<file path="config.mk">
export PLATFORM = sky130hd
export DESIGN_NAME = trap_controller
export DESIGN_NICKNAME = d
export VERILOG_FILES = /design/src/rtl/trap_controller.sv
export SDC_FILE = /design/constraint.sdc
export NUM_CORES = 1
export LEC_CHECK = 0
export CORE_MARGIN = 10
export CORE_UTILIZATION = 40
export CTS_BUF_LIST = sky130_fd_sc_hd__clkbuf_16
export DETAILED_ROUTE_END_ITERATION = 8
export DONT_BUFFER_PORTS = 1
export PLACE_DENSITY = 0.59
export SLEW_MARGIN = 20
export SYNTH_ARGS = -nofsm -noshare
export SYNTH_HDL_FRONTEND = slang
export SYNTH_SLANG_ARGS = --single-unit
export TNS_END_PERCENT = 5
</file>
<file path="constraint.sdc">
create_clock -name clock -period 2.1 [get_ports clock]
set_input_delay 0.21 -clock clock [delete_from_list [all_inputs] [get_ports clock]]
set_output_delay 0.21 -clock clock [all_outputs]
set_load 0.02 [all_outputs]
</file>
<file path="src/rtl/trap_controller.sv">
// Trap controller: prioritises exceptions, interrupts and MRET, then runs
// a stall -> flush pulse -> fetch-redirect handshake. Optional interrupt
// path is enabled by defining TRAP_INTERRUPT_EN.
module trap_controller (
  input  logic        clock,
  input  logic        reset,
  input  logic        decodeIllegal,
  input  logic        decodeEcall,
  input  logic        decodeEbreak,
  input  logic        executeMisalign,
  input  logic        memoryLoadMisalign,
  input  logic        memoryStoreMisalign,
  input  logic        mretRequest,
  input  logic [31:0] mepc,
  input  logic [31:0] trapVector,
  input  logic        interrupt,
  input  logic        mie,
  output logic        stall,
  output logic        controlReset,
  output logic [3:0]  mcause,
  output logic        mcauseInterrupt,
  output logic        redirectValid,
  output logic [31:0] redirectPC,
  input  logic        redirectReady
);

  typedef enum logic [1:0] {IDLE, FLUSH, REDIRECT} state_t;

  typedef struct packed {
    logic [3:0]  cause;
    logic        intr;
    logic [31:0] target;
  } trap_t;

  state_t      state, stateNext;
  trap_t       src, lat;
  logic        srcValid, srcMret, irqPending;
  logic [15:0] trapCount;

`ifdef TRAP_INTERRUPT_EN
  // Interrupt is asynchronous to clock; two flops before it is trusted.
  logic [1:0] irqSync;
  always_ff @(posedge clock or negedge reset) begin
    if (!reset) irqSync <= '0;
    else        irqSync <= {irqSync[0], interrupt};
  end
  assign irqPending = irqSync[1] & mie;
`else
  logic unused_irq;
  assign unused_irq = interrupt ^ mie;
  assign irqPending = 1'b0;
`endif

  // Fixed-priority source select, oldest pipeline stage first.
  always_comb begin
    srcValid   = 1'b1;
    srcMret    = 1'b0;
    src.cause  = 4'h0;
    src.intr   = 1'b0;
    src.target = trapVector;
    if (memoryStoreMisalign)      src.cause = 4'h6;
    else if (memoryLoadMisalign)  src.cause = 4'h4;
    else if (executeMisalign)     src.cause = 4'h0;
    else if (decodeIllegal)       src.cause = 4'h2;
    else if (decodeEbreak)        src.cause = 4'h3;
    else if (decodeEcall)         src.cause = 4'hB;
    else if (irqPending) begin
      src.cause = 4'hB;
      src.intr  = 1'b1;
    end else if (mretRequest) begin
      srcMret    = 1'b1;
      src.target = mepc;
    end else begin
      srcValid   = 1'b0;
    end
  end

  always_ff @(posedge clock or negedge reset) begin
    if (!reset) state <= IDLE;
    else        state <= stateNext;
  end

  always_comb begin
    stateNext = state;
    case (state)
      IDLE:     if (srcValid) stateNext = FLUSH;
      FLUSH:    stateNext = REDIRECT;
      REDIRECT: if (redirectReady) stateNext = IDLE;
      default:  stateNext = IDLE;
    endcase
  end

  // Cause/target captured only on IDLE exit, so later sources are dropped.
  always_ff @(posedge clock or negedge reset) begin
    if (!reset) begin
      lat       <= '0;
      trapCount <= '0;
    end else if (state == IDLE && srcValid) begin
      lat <= src;
      if (!srcMret && trapCount != 16'hFFFF) trapCount <= trapCount + 16'd1;
    end
  end

  assign stall           = (reset && state == IDLE && srcValid) || state == FLUSH;
  assign controlReset    = (state == FLUSH);
  assign mcause          = (state == FLUSH) ? lat.cause : 4'h0;
  assign mcauseInterrupt = (state == FLUSH) & lat.intr;
  assign redirectValid   = (state == REDIRECT);
  assign redirectPC      = (state == REDIRECT) ? lat.target : 32'h0;

endmodule

</file>
==> results of run 1 <==
## through the flow
| step | total power [mW] | util | hold slack (ns) | cells | setup slack, ns |
|---|---|---|---|---|---|
| floorplan | 3.058 | - | -0.08559 | 256 | 0.4571 |
| global placement | 3.377 | 0.4224 | -0.08367 | 314 | 0.4369 |
| CTS | 4.173 | 0.4509 | 0.01773 | 324 | 0.2914 |
| global route | 4.448 | 0.4509 | 0.02242 | 324 | 0.2204 |
| detailed placement | 3.429 | 0.4224 | -0.08364 | 314 | 0.4149 |
| finish | 4.104 | 0.4509 | 0.02013 | 324 | 0.3339 |
## flip-flops by register name, summed over array words and instances (netlist names)
signal,cells
lat,36
state,2
## worst register-to-register path: stages, from the launching register on
cell and delay, ns:
dfrtp_1 0.46, nor2_4 0.12, buf_4 0.54, o21ai_0 0.19, a32o_1 0.23
## layer usage
layer / vias up / part of all wire / wire length [um] / GRT usage
met5: - / 0 / 0 / 0
met3: 9 / 0.095 / 638 / 0.05990
li1: 885 / - / - / -
met4: 0 / 0.012 / 78 / 0.04139
met1: 879 / 0.43 / 2874 / 0.1674
met2: 77 / 0.47 / 3154 / 0.2168
## power by group through the flow
| stage | logic, mW | registers (mW) | clock network (mW) |
|---|---|---|---|
| 2_1_floorplan | 1.84 | 1.21 | 0 |
| 3_3_place_gp | 2.12 | 1.26 | 0 |
| 3_5_place_dp | 2.15 | 1.28 | 0 |
| 4_1_cts | 2.17 | 1.27 | 0.735 |
| 5_1_grt | 2.36 | 1.31 | 0.779 |
| 6_report | 2.12 | 1.26 | 0.719 |
## final timing paths
check | slack, ns | cells after the start | startpoint | to
min reg2reg | 0.49 | 1 | lat[33] | lat[33]
max | 0.33 | 3 | state[1] | redirectPC[5]
min in group asynchronous | 0.41 | 2 | reset | lat[11]
max reg2reg | 0.44 | 4 | state[0] | lat[33]
min | 0.02 | 1 | decodeEbreak | lat[36]
max in group asynchronous | 1.48 | 2 | reset | lat[21]
## cells by family (layout without fill, tap and decap cells)
kind of cell | Yosys count | after routing | share of synthesized area
AOI/OAI and AO/OA | 74 | 74 | 0.3146
buffers and inverters | 61 | 54 | 0.1116
DFF | 38 | 38 | 0.3926
other | 1 | 1 | 0.001548
and+or+nand+nor | 81 | 81 | 0.1736
muxes | 1 | 1 | 0.006197
## area by class of cell
type	count	area, um2
Timing Repair Buffer	11	122.6
Fill cell	591	3232
Multi-Input combinational cell	157	1217
Clock buffer	5	125.1
Inverter	35	131.4
Clock inverter	3	12.51
Sequential cell	38	950.9
Tap cell	75	93.84
## layout by cell type (no fill, tap or decap), types with 2 or more instances in the layout
cell	count
nor2b_1	2
o21ai_0	3
clkbuf_16	5
o221ai_2	28
o211ai_1	32
o31ai_1	2
buf_4	7
buf_12	3
nor4_1	2
o221ai_1	4
nor2_1	2
nor3_1	2
dfrtp_1	38
inv_1	36
nand2_1	32
and2_1	36
==> metrics.txt, run 1 <==
# TYPE chip_impl_metric gauge
chip_impl_metric{name="post-cts-setup-buffer-count",unit=""} 0
chip_impl_metric{name="via_count_of_the_first_global_routing_pass",unit=""} 1986
chip_impl_metric{name="final.period_utilization",unit=""} 0.8410
chip_impl_metric{name="synth-seq-cells",unit=""} 38
chip_impl_metric{name="post_synth_num_cell_types",unit=""} 26
chip_impl_metric{name="grt_pass1_wl",unit="mm"} 10.92
chip_impl_metric{name="clock_sinks",unit=""} 38
chip_impl_metric{name="cts.hold.buffers_added",unit=""} 2
chip_impl_metric{name="area.growth.synth_to_final",unit="%"} 9.556
chip_impl_info{name="critical-path-slowest-cell",value="dfrtp_1"} 1
chip_impl_info{name="ys_top_cells_by_count",value="38 x dfrtp_1, 36 x and2_1, 35 x inv_1, 32 x nand2_1, 32 x o211ai_1"} 1
chip_impl_info{name="status",value="finished, final reports clean"} 1
chip_impl_metric{name="timing.clock.skew",unit="ns"} 0.005829
chip_impl_metric{name="dp.final_hpwl",unit="mm"} 4.724
chip_impl_metric{name="floorplan.core_area",unit="mm2"} 0.005886
chip_impl_metric{name="yosysWarnings",unit=""} 0
chip_impl_metric{name="synth_enable_flop_cells",unit=""} 0
chip_impl_info{name="rsz0062_at_grt",value="no"} 1
chip_impl_info{name="dominant_cell_type_by_area_after_synthesis",value="dfrtp_1"} 1
chip_impl_info{name="endpoint_kind",value="output pin"} 1
chip_impl_metric{name="syn-num-nets",unit=""} 332
chip_impl_info{name="tritoncts_clock_tree",value="done"} 1
chip_impl_metric{name="max_cap_viol_count",unit=""} 0
chip_impl_metric{name="cts_max_level",unit=""} 2
chip_impl_metric{name="detail_route.drc_violations",unit=""} 0
chip_impl_metric{name="drt-total-wl",unit="mm"} 6.745
chip_impl_metric{name="powerDensity",unit="mW/mm2"} 1546
chip_impl_info{name="yosys.cell_count.top_type",value="dfrtp_1"} 1
chip_impl_metric{name="mapped_avg_cell_area",unit="um2"} 9.462
chip_impl_metric{name="proportion_of_synthesized_chip_area_in_sequential_cells",unit=""} 0.3926
chip_impl_metric{name="dieWidth",unit="um"} 97.82
chip_impl_metric{name="design.portCount",unit=""} 116
chip_impl_metric{name="tritoncts.num_buffers",unit=""} 5
chip_impl_metric{name="port_buffers",unit=""} 0
chip_impl_info{name="root_buffer",value="clkbuf_16"} 1
chip_impl_metric{name="dr_total_vias",unit=""} 1850
chip_impl_metric{name="first_iter_violations",unit=""} 79
chip_impl_metric{name="power_report.internal_total",unit="mW"} 2.329
chip_impl_metric{name="cp_max_fo",unit=""} 30
chip_impl_metric{name="timing.slew.headroom",unit=""} 0.5677
chip_impl_metric{name="critPathBufInv",unit=""} 1
chip_impl_info{name="synthTopCellsByArea",value="dfrtp_1 39%, o221ai_2 17%, o211ai_1 9.9%"} 1
chip_impl_metric{name="comb_power_share",unit=""} 0.517
chip_impl_info{name="timing.setup.critical_path_class",value="flop to output pin"} 1
chip_impl_metric{name="crit_required",unit="ns"} 1.89
chip_impl_metric{name="worst_ir_drop_vdd",unit="mV"} 0.8130
chip_impl_metric{name="grt_max_degree",unit=""} 69
chip_impl_metric{name="gpl.final_weighted_congestion",unit=""} 0.7082
chip_impl_metric{name="cts.reportedPaths.clkPinSlew",unit="ns"} 0.06
chip_impl_metric{name="initial_cell_density_of_the_core",unit=""} 0.4116
chip_impl_metric{name="worstMarginPinSlew",unit="ns"} 0.6485
chip_impl_metric{name="p_leak",unit="nW"} 1.073
chip_impl_metric{name="final_slew_violations",unit=""} 0
chip_impl_metric{name="final_net_count",unit=""} 324
chip_impl_metric{name="maxClockFrequency",unit="GHz"} 0.5662
chip_impl_metric{name="timing_hold_violations_final",unit=""} 0
chip_impl_info{name="path_cells",value="nor2b_2, buf_12, and2_1"} 1
chip_impl_metric{name="grt_overflow_total",unit=""} 0
chip_impl_metric{name="setup_violations",unit=""} 0
chip_impl_metric{name="cts_max_path_buffers",unit=""} 2
chip_impl_metric{name="crit_arrival",unit="ns"} 1.56
chip_impl_metric{name="n_antenna_cell",unit=""} 0
chip_impl_metric{name="post-synth-top-area-fraction",unit=""} 0.3926
chip_impl_info{name="type_of_the_worst_min_delay_path",value="primary input to flop"} 1
chip_impl_metric{name="final_cell_area",unit="mm2"} 0.002654
chip_impl_metric{name="final_layout_size_suffix_gt1_frac",unit=""} 0.2048
chip_impl_info{name="synth_top_flop_cell",value="dfrtp_1"} 1
chip_impl_metric{name="placement_rows",unit=""} 28
chip_impl_metric{name="power_switching",unit="mW"} 1.774
chip_impl_metric{name="post_drt_via_cell_ratio",unit=""} 5.710
chip_impl_metric{name="detail_route.first_pass.iterations",unit=""} 4
chip_impl_metric{name="routed_wl_per_cell",unit="um"} 20.82
chip_impl_metric{name="peak_per_stage_delay_on_the_critical_path",unit="ns"} 0.44
chip_impl_metric{name="post_dp_cell_area",unit="mm2"} 0.002486
chip_impl_metric{name="synth_area",unit="mm2"} 0.002422
chip_impl_metric{name="grt_antenna_before_repair",unit=""} 0
chip_impl_metric{name="power.share.switching",unit=""} 0.4324
chip_impl_metric{name="full_die_area",unit="mm2"} 0.009569
chip_impl_metric{name="cts_resized",unit=""} 0
chip_impl_info{name="worst_path_dominant_cell_family",value="simple AND/OR/NAND/NOR gates"} 1
chip_impl_metric{name="power_share_of_the_clock_group",unit=""} 0.175
chip_impl_metric{name="syn-instance-count",unit=""} 256
chip_impl_metric{name="clkLatencyLatePin",unit="ns"} 0.28
chip_impl_metric{name="postRouteAntennaNets",unit=""} 0
chip_impl_metric{name="tns",unit="ns"} 0
chip_impl_metric{name="power.share.sequential",unit=""} 0.308
chip_impl_metric{name="final.min_clock_period",unit="ns"} 1.766
chip_impl_metric{name="die_height",unit="um"} 97.82
chip_impl_info{name="critical_path.startpoint_type",value="flop"} 1
chip_impl_metric{name="groute.usage.overall",unit=""} 0.1383
chip_impl_metric{name="synth-async-reset-ratio",unit=""} 1.000
(Power assumes the default switching activity.)
==> inputs of run 2 (changes only) <==
==> constraint.sdc (replaced) <==
create_clock -name clock -period 1.8 [get_ports clock]
set_input_delay 0.18 -clock clock [delete_from_list [all_inputs] [get_ports clock]]
set_output_delay 0.18 -clock clock [all_outputs]
set_load 0.02 [all_outputs]
==> metrics.txt, run 2 (synthesized netlist as in run 1, its figures left out) <==
# TYPE chip_impl_metric gauge
chip_impl_metric{name="port_buffers",unit=""} 0
chip_impl_info{name="critical-path-slowest-cell",value="dfrtp_1"} 1
chip_impl_metric{name="hold_depth",unit=""} 2
chip_impl_metric{name="tns",unit="ns"} 0
chip_impl_metric{name="die_height",unit="um"} 97.82
chip_impl_metric{name="timing.reg2reg.setup_slack",unit="ns"} 0.36
chip_impl_metric{name="postRouteAntennaNets",unit=""} 0
chip_impl_metric{name="full_die_area",unit="mm2"} 0.009569
chip_impl_metric{name="cp_max_fo",unit=""} 30
chip_impl_metric{name="hold_ws",unit="ns"} 0.06569
chip_impl_metric{name="via_count_of_the_first_global_routing_pass",unit=""} 2005
chip_impl_metric{name="crit_arrival",unit="ns"} 1.49
chip_impl_info{name="critical_path.startpoint_type",value="flop"} 1
chip_impl_metric{name="floorplan.core_area",unit="mm2"} 0.005886
chip_impl_metric{name="register_area",unit="um2"} 950.9
chip_impl_info{name="layout_commonest_cell",value="dfrtp_1"} 1
chip_impl_info{name="most-common-layout-cells",value="38 x dfrtp_1, 36 x and2_1, 35 x inv_1"} 1
chip_impl_info{name="type_of_the_worst_min_delay_path",value="primary input to flop"} 1
chip_impl_metric{name="area.growth.synth_to_final",unit="%"} 11.00
chip_impl_metric{name="max_cap_viol_count",unit=""} 0
chip_impl_metric{name="first_iter_violations",unit=""} 89
chip_impl_metric{name="grt_pass1_wl",unit="mm"} 11.08
chip_impl_metric{name="nFillCells",unit=""} 599
chip_impl_info{name="path_cells",value="nor2b_4, buf_12, and2_1"} 1
chip_impl_metric{name="dp.final_hpwl",unit="mm"} 4.960
chip_impl_metric{name="final_cell_area",unit="mm2"} 0.002689
chip_impl_metric{name="dieWidth",unit="um"} 97.82
chip_impl_info{name="worst_path_dominant_cell_family",value="simple AND/OR/NAND/NOR gates"} 1
chip_impl_info{name="endpoint_kind",value="output pin"} 1
chip_impl_metric{name="placement_setup_slack",unit="ns"} 0.1810
chip_impl_metric{name="dr_total_vias",unit=""} 1871
chip_impl_metric{name="cts_max_level",unit=""} 2
chip_impl_metric{name="cts_max_path_buffers",unit=""} 2
chip_impl_metric{name="grt_overflow_total",unit=""} 0
chip_impl_metric{name="grt_max_degree",unit=""} 69
chip_impl_info{name="rsz0062_at_grt",value="no"} 1
chip_impl_metric{name="groute.usage.overall",unit=""} 0.1395
chip_impl_metric{name="placement_rows",unit=""} 28
chip_impl_metric{name="flip_flop_count_of_the_largest_register_after_layout",unit=""} 36
chip_impl_metric{name="post_dp_cell_area",unit="mm2"} 0.002509
chip_impl_info{name="status",value="finished, final reports clean"} 1
chip_impl_metric{name="r2r_cells",unit=""} 4
chip_impl_info{name="root_buffer",value="clkbuf_16"} 1
chip_impl_metric{name="drt-total-wl",unit="mm"} 6.861
chip_impl_metric{name="total_power",unit="mW"} 4.820
chip_impl_metric{name="post-cts-setup-buffer-count",unit=""} 0
chip_impl_metric{name="maxClockFrequency",unit="GHz"} 0.5999
chip_impl_metric{name="multi_input_comb_area",unit="mm2"} 0.001222
chip_impl_metric{name="powerDensity",unit="mW/mm2"} 1793
chip_impl_metric{name="design.portCount",unit=""} 116
chip_impl_metric{name="final.min_clock_period",unit="ns"} 1.667
chip_impl_metric{name="final_slew_violations",unit=""} 0
chip_impl_metric{name="peak_per_stage_delay_on_the_critical_path",unit="ns"} 0.45
chip_impl_metric{name="clkLatencyLatePin",unit="ns"} 0.27
chip_impl_metric{name="critPathBufInv",unit=""} 1
chip_impl_info{name="timing.setup.critical_path_class",value="flop to output pin"} 1
chip_impl_metric{name="n_antenna_cell",unit=""} 0
chip_impl_metric{name="timing.clock.skew",unit="ns"} 0.003858
chip_impl_info{name="worstReg2RegStart",value="state[0]"} 1
chip_impl_info{name="largest_registers",value="lat x36, state x2"} 1
chip_impl_info{name="hold_path.startpoint",value="redirectReady"} 1
chip_impl_metric{name="cts.reportedPaths.clkPinSlew",unit="ns"} 0.06
chip_impl_metric{name="post_drt_via_cell_ratio",unit=""} 5.722
chip_impl_metric{name="crit_required",unit="ns"} 1.62
chip_impl_metric{name="detail_route.first_pass.iterations",unit=""} 4
chip_impl_metric{name="gpl.final_weighted_congestion",unit=""} 0.7215
chip_impl_metric{name="grt_antenna_before_repair",unit=""} 0
chip_impl_info{name="end_of_the_worst_hold_path",value="state[1]"} 1
chip_impl_metric{name="tritoncts.num_buffers",unit=""} 5
chip_impl_info{name="r2r-end",value="lat[7]"} 1
chip_impl_metric{name="worst_ir_drop_vdd",unit="mV"} 0.7660
chip_impl_metric{name="final_net_count",unit=""} 328
chip_impl_metric{name="routed_wl_per_cell",unit="um"} 20.98
chip_impl_metric{name="worst_slack",unit="ns"} 0.1330
chip_impl_info{name="tritoncts_clock_tree",value="done"} 1
chip_impl_metric{name="setup_violations",unit=""} 0
chip_impl_info{name="largest_register",value="lat"} 1
chip_impl_metric{name="final_layout_size_suffix_gt1_frac",unit=""} 0.2183
chip_impl_metric{name="final.period_utilization",unit=""} 0.9261
chip_impl_metric{name="p_leak",unit="nW"} 1.091
chip_impl_metric{name="detail_route.drc_violations",unit=""} 0
chip_impl_metric{name="clock_sinks",unit=""} 38
chip_impl_metric{name="timing_hold_violations_final",unit=""} 0
chip_impl_metric{name="initial_cell_density_of_the_core",unit=""} 0.4116
-- run 2: cell count changes in the layout (fill, tap and decap cells not counted), sizes merged --
| cell | before | now |
|---|---|---|
| buf | 10 | 13 |
| dlygate4sd3 | 1 | 2 |
| inv | 36 | 35 |
-- run 2: per-stage QoR --
step / cells / util
floorplan: 256 / -
global placement: 317 / 0.4262
CTS: 327 / 0.4560
global route: 327 / 0.4568
detailed placement: 317 / 0.4262
finish: 327 / 0.4568
-- run 2: how the worst max path moves through the flow --
stage	start	endpoint	slack, ns	cells after the start
4_1_cts	state[1]	redirectPC[5]	0.02	3
5_1_grt	state[1]	redirectPC[4]	0.06	3
2_1_floorplan	decodeIllegal	lat[34]	0.19	5
3_5_place_dp	decodeIllegal	lat[7]	0.18	4
3_3_place_gp	decodeIllegal	lat[7]	0.20	4
6_report	state[1]	redirectPC[4]	0.13	3
-- run 2: what timing repair did --
action,4_1_cts,5_1_grt
hold endpoints to repair,39,0
hold buffers,3,0
gates resized for setup,0,1
setup endpoints to repair,0,5
-- run 2: layout make-up --
type,count,share of cell area
well taps,75,0.03490
repair buffers,15,0.05770
flip-flops and latches,38,0.3537
inverters,35,0.04886
clock inverters,2,0.003723
clock buffers,5,0.04653
multi-input cells,157,0.4546
-- run 2: metal layers --
| metal | up-vias | wire, um | track usage | share of wire |
|---|---|---|---|---|
| met3 | 2 | 629 | 0.06413 | 0.092 |
| met5 | - | 0 | 0 | 0 |
| met1 | 902 | 2932 | 0.1686 | 0.43 |
| li1 | 890 | - | - | - |
| met2 | 77 | 3283 | 0.2218 | 0.48 |
| met4 | 0 | 15 | 0.03020 | 0.0022 |
-- run 2: worst reg2reg max path, delay by kind of cell, from the launching register on --
family                 cells  cell delay, ns
flip-flops                 1            0.47
AO/OA/AOI/OAI              2            0.38
buffers and inverters      1            0.31
AND/OR/NAND/NOR            1            0.15
-- run 2: report_power, final --
group | leakage [nW] | total, mW | switching, mW | internal, mW
Combinational | 0.555 | 2.52 | 1.54 | 0.980
Clock | 0.0694 | 0.827 | 0.327 | 0.500
Sequential | 0.467 | 1.48 | 0.210 | 1.27
==> inputs of run 3 (changes only) <==
--- a/config.mk
+++ b/config.mk
@@ -10,7 +10,7 @@
 export CTS_BUF_LIST = sky130_fd_sc_hd__clkbuf_16
 export DETAILED_ROUTE_END_ITERATION = 8
 export DONT_BUFFER_PORTS = 1
-export PLACE_DENSITY = 0.59
+export PLACE_DENSITY_LB_ADDON = 0.2
 export SLEW_MARGIN = 20
 export SYNTH_ARGS = -nofsm -noshare
 export SYNTH_HDL_FRONTEND = slang
==> metrics.txt, run 3 (synthesized netlist as in run 1, its figures left out) <==
# TYPE chip_impl_metric gauge
chip_impl_metric{name="final.min_clock_period",unit="ns"} 1.710
chip_impl_info{name="tritoncts_clock_tree",value="done"} 1
chip_impl_metric{name="tritoncts.num_buffers",unit=""} 5
chip_impl_info{name="root_buffer",value="clkbuf_16"} 1
chip_impl_metric{name="n_antenna_cell",unit=""} 0
chip_impl_metric{name="max_cap_viol_count",unit=""} 0
chip_impl_info{name="type_of_the_worst_min_delay_path",value="primary input to flop"} 1
chip_impl_metric{name="die_height",unit="um"} 97.82
chip_impl_metric{name="r2r_cells",unit=""} 4
chip_impl_info{name="largest_register",value="lat"} 1
chip_impl_metric{name="grt_antenna_before_repair",unit=""} 0
chip_impl_metric{name="final_cell_area",unit="mm2"} 0.002756
chip_impl_metric{name="register_area",unit="um2"} 950.9
chip_impl_metric{name="critPathBufInv",unit=""} 1
chip_impl_metric{name="full_die_area",unit="mm2"} 0.009569
chip_impl_metric{name="dr_total_vias",unit=""} 1855
chip_impl_metric{name="routed_wl_per_cell",unit="um"} 20.61
chip_impl_metric{name="setup_violations",unit=""} 0
chip_impl_info{name="largest_registers",value="lat x36, state x2"} 1
chip_impl_metric{name="hold_depth",unit=""} 1
chip_impl_metric{name="crit_arrival",unit="ns"} 1.53
chip_impl_metric{name="clock_sinks",unit=""} 38
chip_impl_metric{name="nFillCells",unit=""} 596
chip_impl_metric{name="final_layout_size_suffix_gt1_frac",unit=""} 0.2490
chip_impl_metric{name="worstSetupPathDepth",unit=""} 3
chip_impl_metric{name="clkLatencyLatePin",unit="ns"} 0.28
chip_impl_metric{name="dp.final_hpwl",unit="mm"} 4.912
chip_impl_metric{name="groute.usage.overall",unit=""} 0.1416
chip_impl_metric{name="powerDensity",unit="mW/mm2"} 1869
chip_impl_info{name="critical_path.startpoint_type",value="flop"} 1
chip_impl_metric{name="post-cts-setup-buffer-count",unit=""} 0
chip_impl_metric{name="detail_route.drc_violations",unit=""} 0
chip_impl_info{name="status",value="finished, final reports clean"} 1
chip_impl_info{name="worst_path_dominant_cell_family",value="simple AND/OR/NAND/NOR gates"} 1
chip_impl_metric{name="floorplan.core_area",unit="mm2"} 0.005886
chip_impl_info{name="timing.setup.critical_path_class",value="flop to output pin"} 1
chip_impl_metric{name="peak_per_stage_delay_on_the_critical_path",unit="ns"} 0.44
chip_impl_metric{name="grt_max_degree",unit=""} 69
chip_impl_info{name="layout_commonest_cell",value="dfrtp_1"} 1
chip_impl_metric{name="detail_route.first_pass.iterations",unit=""} 4
chip_impl_info{name="rsz0062_at_grt",value="yes"} 1
chip_impl_metric{name="cts_max_level",unit=""} 2
chip_impl_metric{name="cp_max_fo",unit=""} 14
chip_impl_metric{name="first_iter_violations",unit=""} 85
chip_impl_metric{name="crit_required",unit="ns"} 1.62
chip_impl_metric{name="placement_rows",unit=""} 28
chip_impl_info{name="path_cells",value="nor2b_2, buf_4, and2_1"} 1
chip_impl_metric{name="post_drt_via_cell_ratio",unit=""} 5.655
chip_impl_info{name="endpoint_kind",value="output pin"} 1
chip_impl_metric{name="flip_flop_count_of_the_largest_register_after_layout",unit=""} 36
chip_impl_metric{name="final_net_count",unit=""} 328
chip_impl_metric{name="worstMarginPinSlew",unit="ns"} 0.5323
chip_impl_metric{name="post_dp_cell_area",unit="mm2"} 0.002529
chip_impl_metric{name="timing.slew.headroom",unit=""} 0.6451
chip_impl_metric{name="timing.clock.skew",unit="ns"} 0.004767
chip_impl_metric{name="via_count_of_the_first_global_routing_pass",unit=""} 2065
chip_impl_info{name="critical-path-slowest-cell",value="dfrtp_1"} 1
chip_impl_metric{name="maxClockFrequency",unit="GHz"} 0.5849
chip_impl_metric{name="final_slew_violations",unit=""} 0
chip_impl_metric{name="grt_overflow_total",unit=""} 0
chip_impl_metric{name="dieWidth",unit="um"} 97.82
chip_impl_metric{name="cts.reportedPaths.clkPinSlew",unit="ns"} 0.06
chip_impl_metric{name="p_leak",unit="nW"} 1.121
chip_impl_metric{name="postRouteAntennaNets",unit=""} 0
chip_impl_metric{name="grt_pass1_wl",unit="mm"} 11.34
chip_impl_metric{name="worst_ir_drop_vdd",unit="mV"} 0.8563
chip_impl_metric{name="cts_max_path_buffers",unit=""} 2
chip_impl_metric{name="timing_hold_violations_final",unit=""} 0
chip_impl_metric{name="initial_cell_density_of_the_core",unit=""} 0.4116
chip_impl_metric{name="gpl.final_weighted_congestion",unit=""} 0.7100
chip_impl_metric{name="final.period_utilization",unit=""} 0.9498
chip_impl_metric{name="port_buffers",unit=""} 0
chip_impl_metric{name="total_power",unit="mW"} 5.153
chip_impl_metric{name="drt-total-wl",unit="mm"} 6.761
chip_impl_metric{name="area.growth.synth_to_final",unit="%"} 13.79
chip_impl_metric{name="multi_input_comb_area",unit="mm2"} 0.001226
chip_impl_info{name="most-common-layout-cells",value="38 x dfrtp_1, 35 x inv_1, 32 x nand2_1, 32 x o211ai_1, 29 x and2_1"} 1
chip_impl_metric{name="design.portCount",unit=""} 116
run 3: path summary, 6_finish.rpt:
kind	start	endpoint	slack, ns
max in group asynchronous	reset	lat[18]	1.24
setup reg to reg	state[1]	lat[7]	0.37
hold reg to reg	lat[33]	lat[33]	0.51
hold / removal	decodeEbreak	lat[36]	0.006
setup / recovery	state[1]	redirectPC[28]	0.09
min in group asynchronous	reset	lat[36]	0.36
run 3: report_power, final:
part | total (mW) | switching (mW) | leakage (nW) | internal, mW
Clock | 1.12 | 0.334 | 0.0915 | 0.789
Combinational | 2.56 | 1.54 | 0.563 | 1.03
Sequential | 1.47 | 0.202 | 0.467 | 1.27
run 3: area by class of cell:
| class | count | area share |
|---|---|---|
| Clock buffer | 5 | 0.04539 |
| Multi-Input combinational cell | 157 | 0.4448 |
| Inverter | 35 | 0.04766 |
| Sequential cell | 38 | 0.3450 |
| Tap cell | 75 | 0.03404 |
| Timing Repair Buffer | 15 | 0.05992 |
| Clock inverter | 3 | 0.02315 |
run 3: timing repair:
item	CTS	global route
resized for setup	0	7
hold buffers	2	0
hold endpoints to repair	38	0
endpoints found under the setup margin	0	15
run 3: through the flow:
| stage | instances | utilization | setup TNS (ns) | worst slack, ns | hold slack, ns |
|---|---|---|---|---|---|
| after global placement | 318 | 0.4296 | 0 | 0.1796 | -0.1140 |
| after detailed placement | 318 | 0.4296 | 0 | 0.1666 | -0.1141 |
| after floorplan | 256 | - | 0 | 0.1871 | -0.1156 |
| final | 328 | 0.4683 | 0 | 0.09028 | 0.006415 |
| after global routing | 328 | 0.4683 | -0.2327 | -0.03766 | 0.0005763 |
| after CTS | 328 | 0.4668 | 0 | 0.04735 | 0.004265 |
run 3: per-layer routing:
layer | share of wire | up-vias | GRT usage
met2 | 0.47 | 71 | 0.2198
met1 | 0.42 | 886 | 0.1706
li1 | - | 891 | -
met3 | 0.10 | 7 | 0.07188
met4 | 0.0075 | 0 | 0.03244
met5 | 0 | - | 0
run 3: worst register-to-register path: cells and delay by family, from the launching register on:
| family | cells | cell delay, ns |
|---|---|---|
| buf+inv | 1 | 0.30 |
| flops | 1 | 0.44 |
| compound gates | 2 | 0.38 |
| simple gates | 1 | 0.16 |
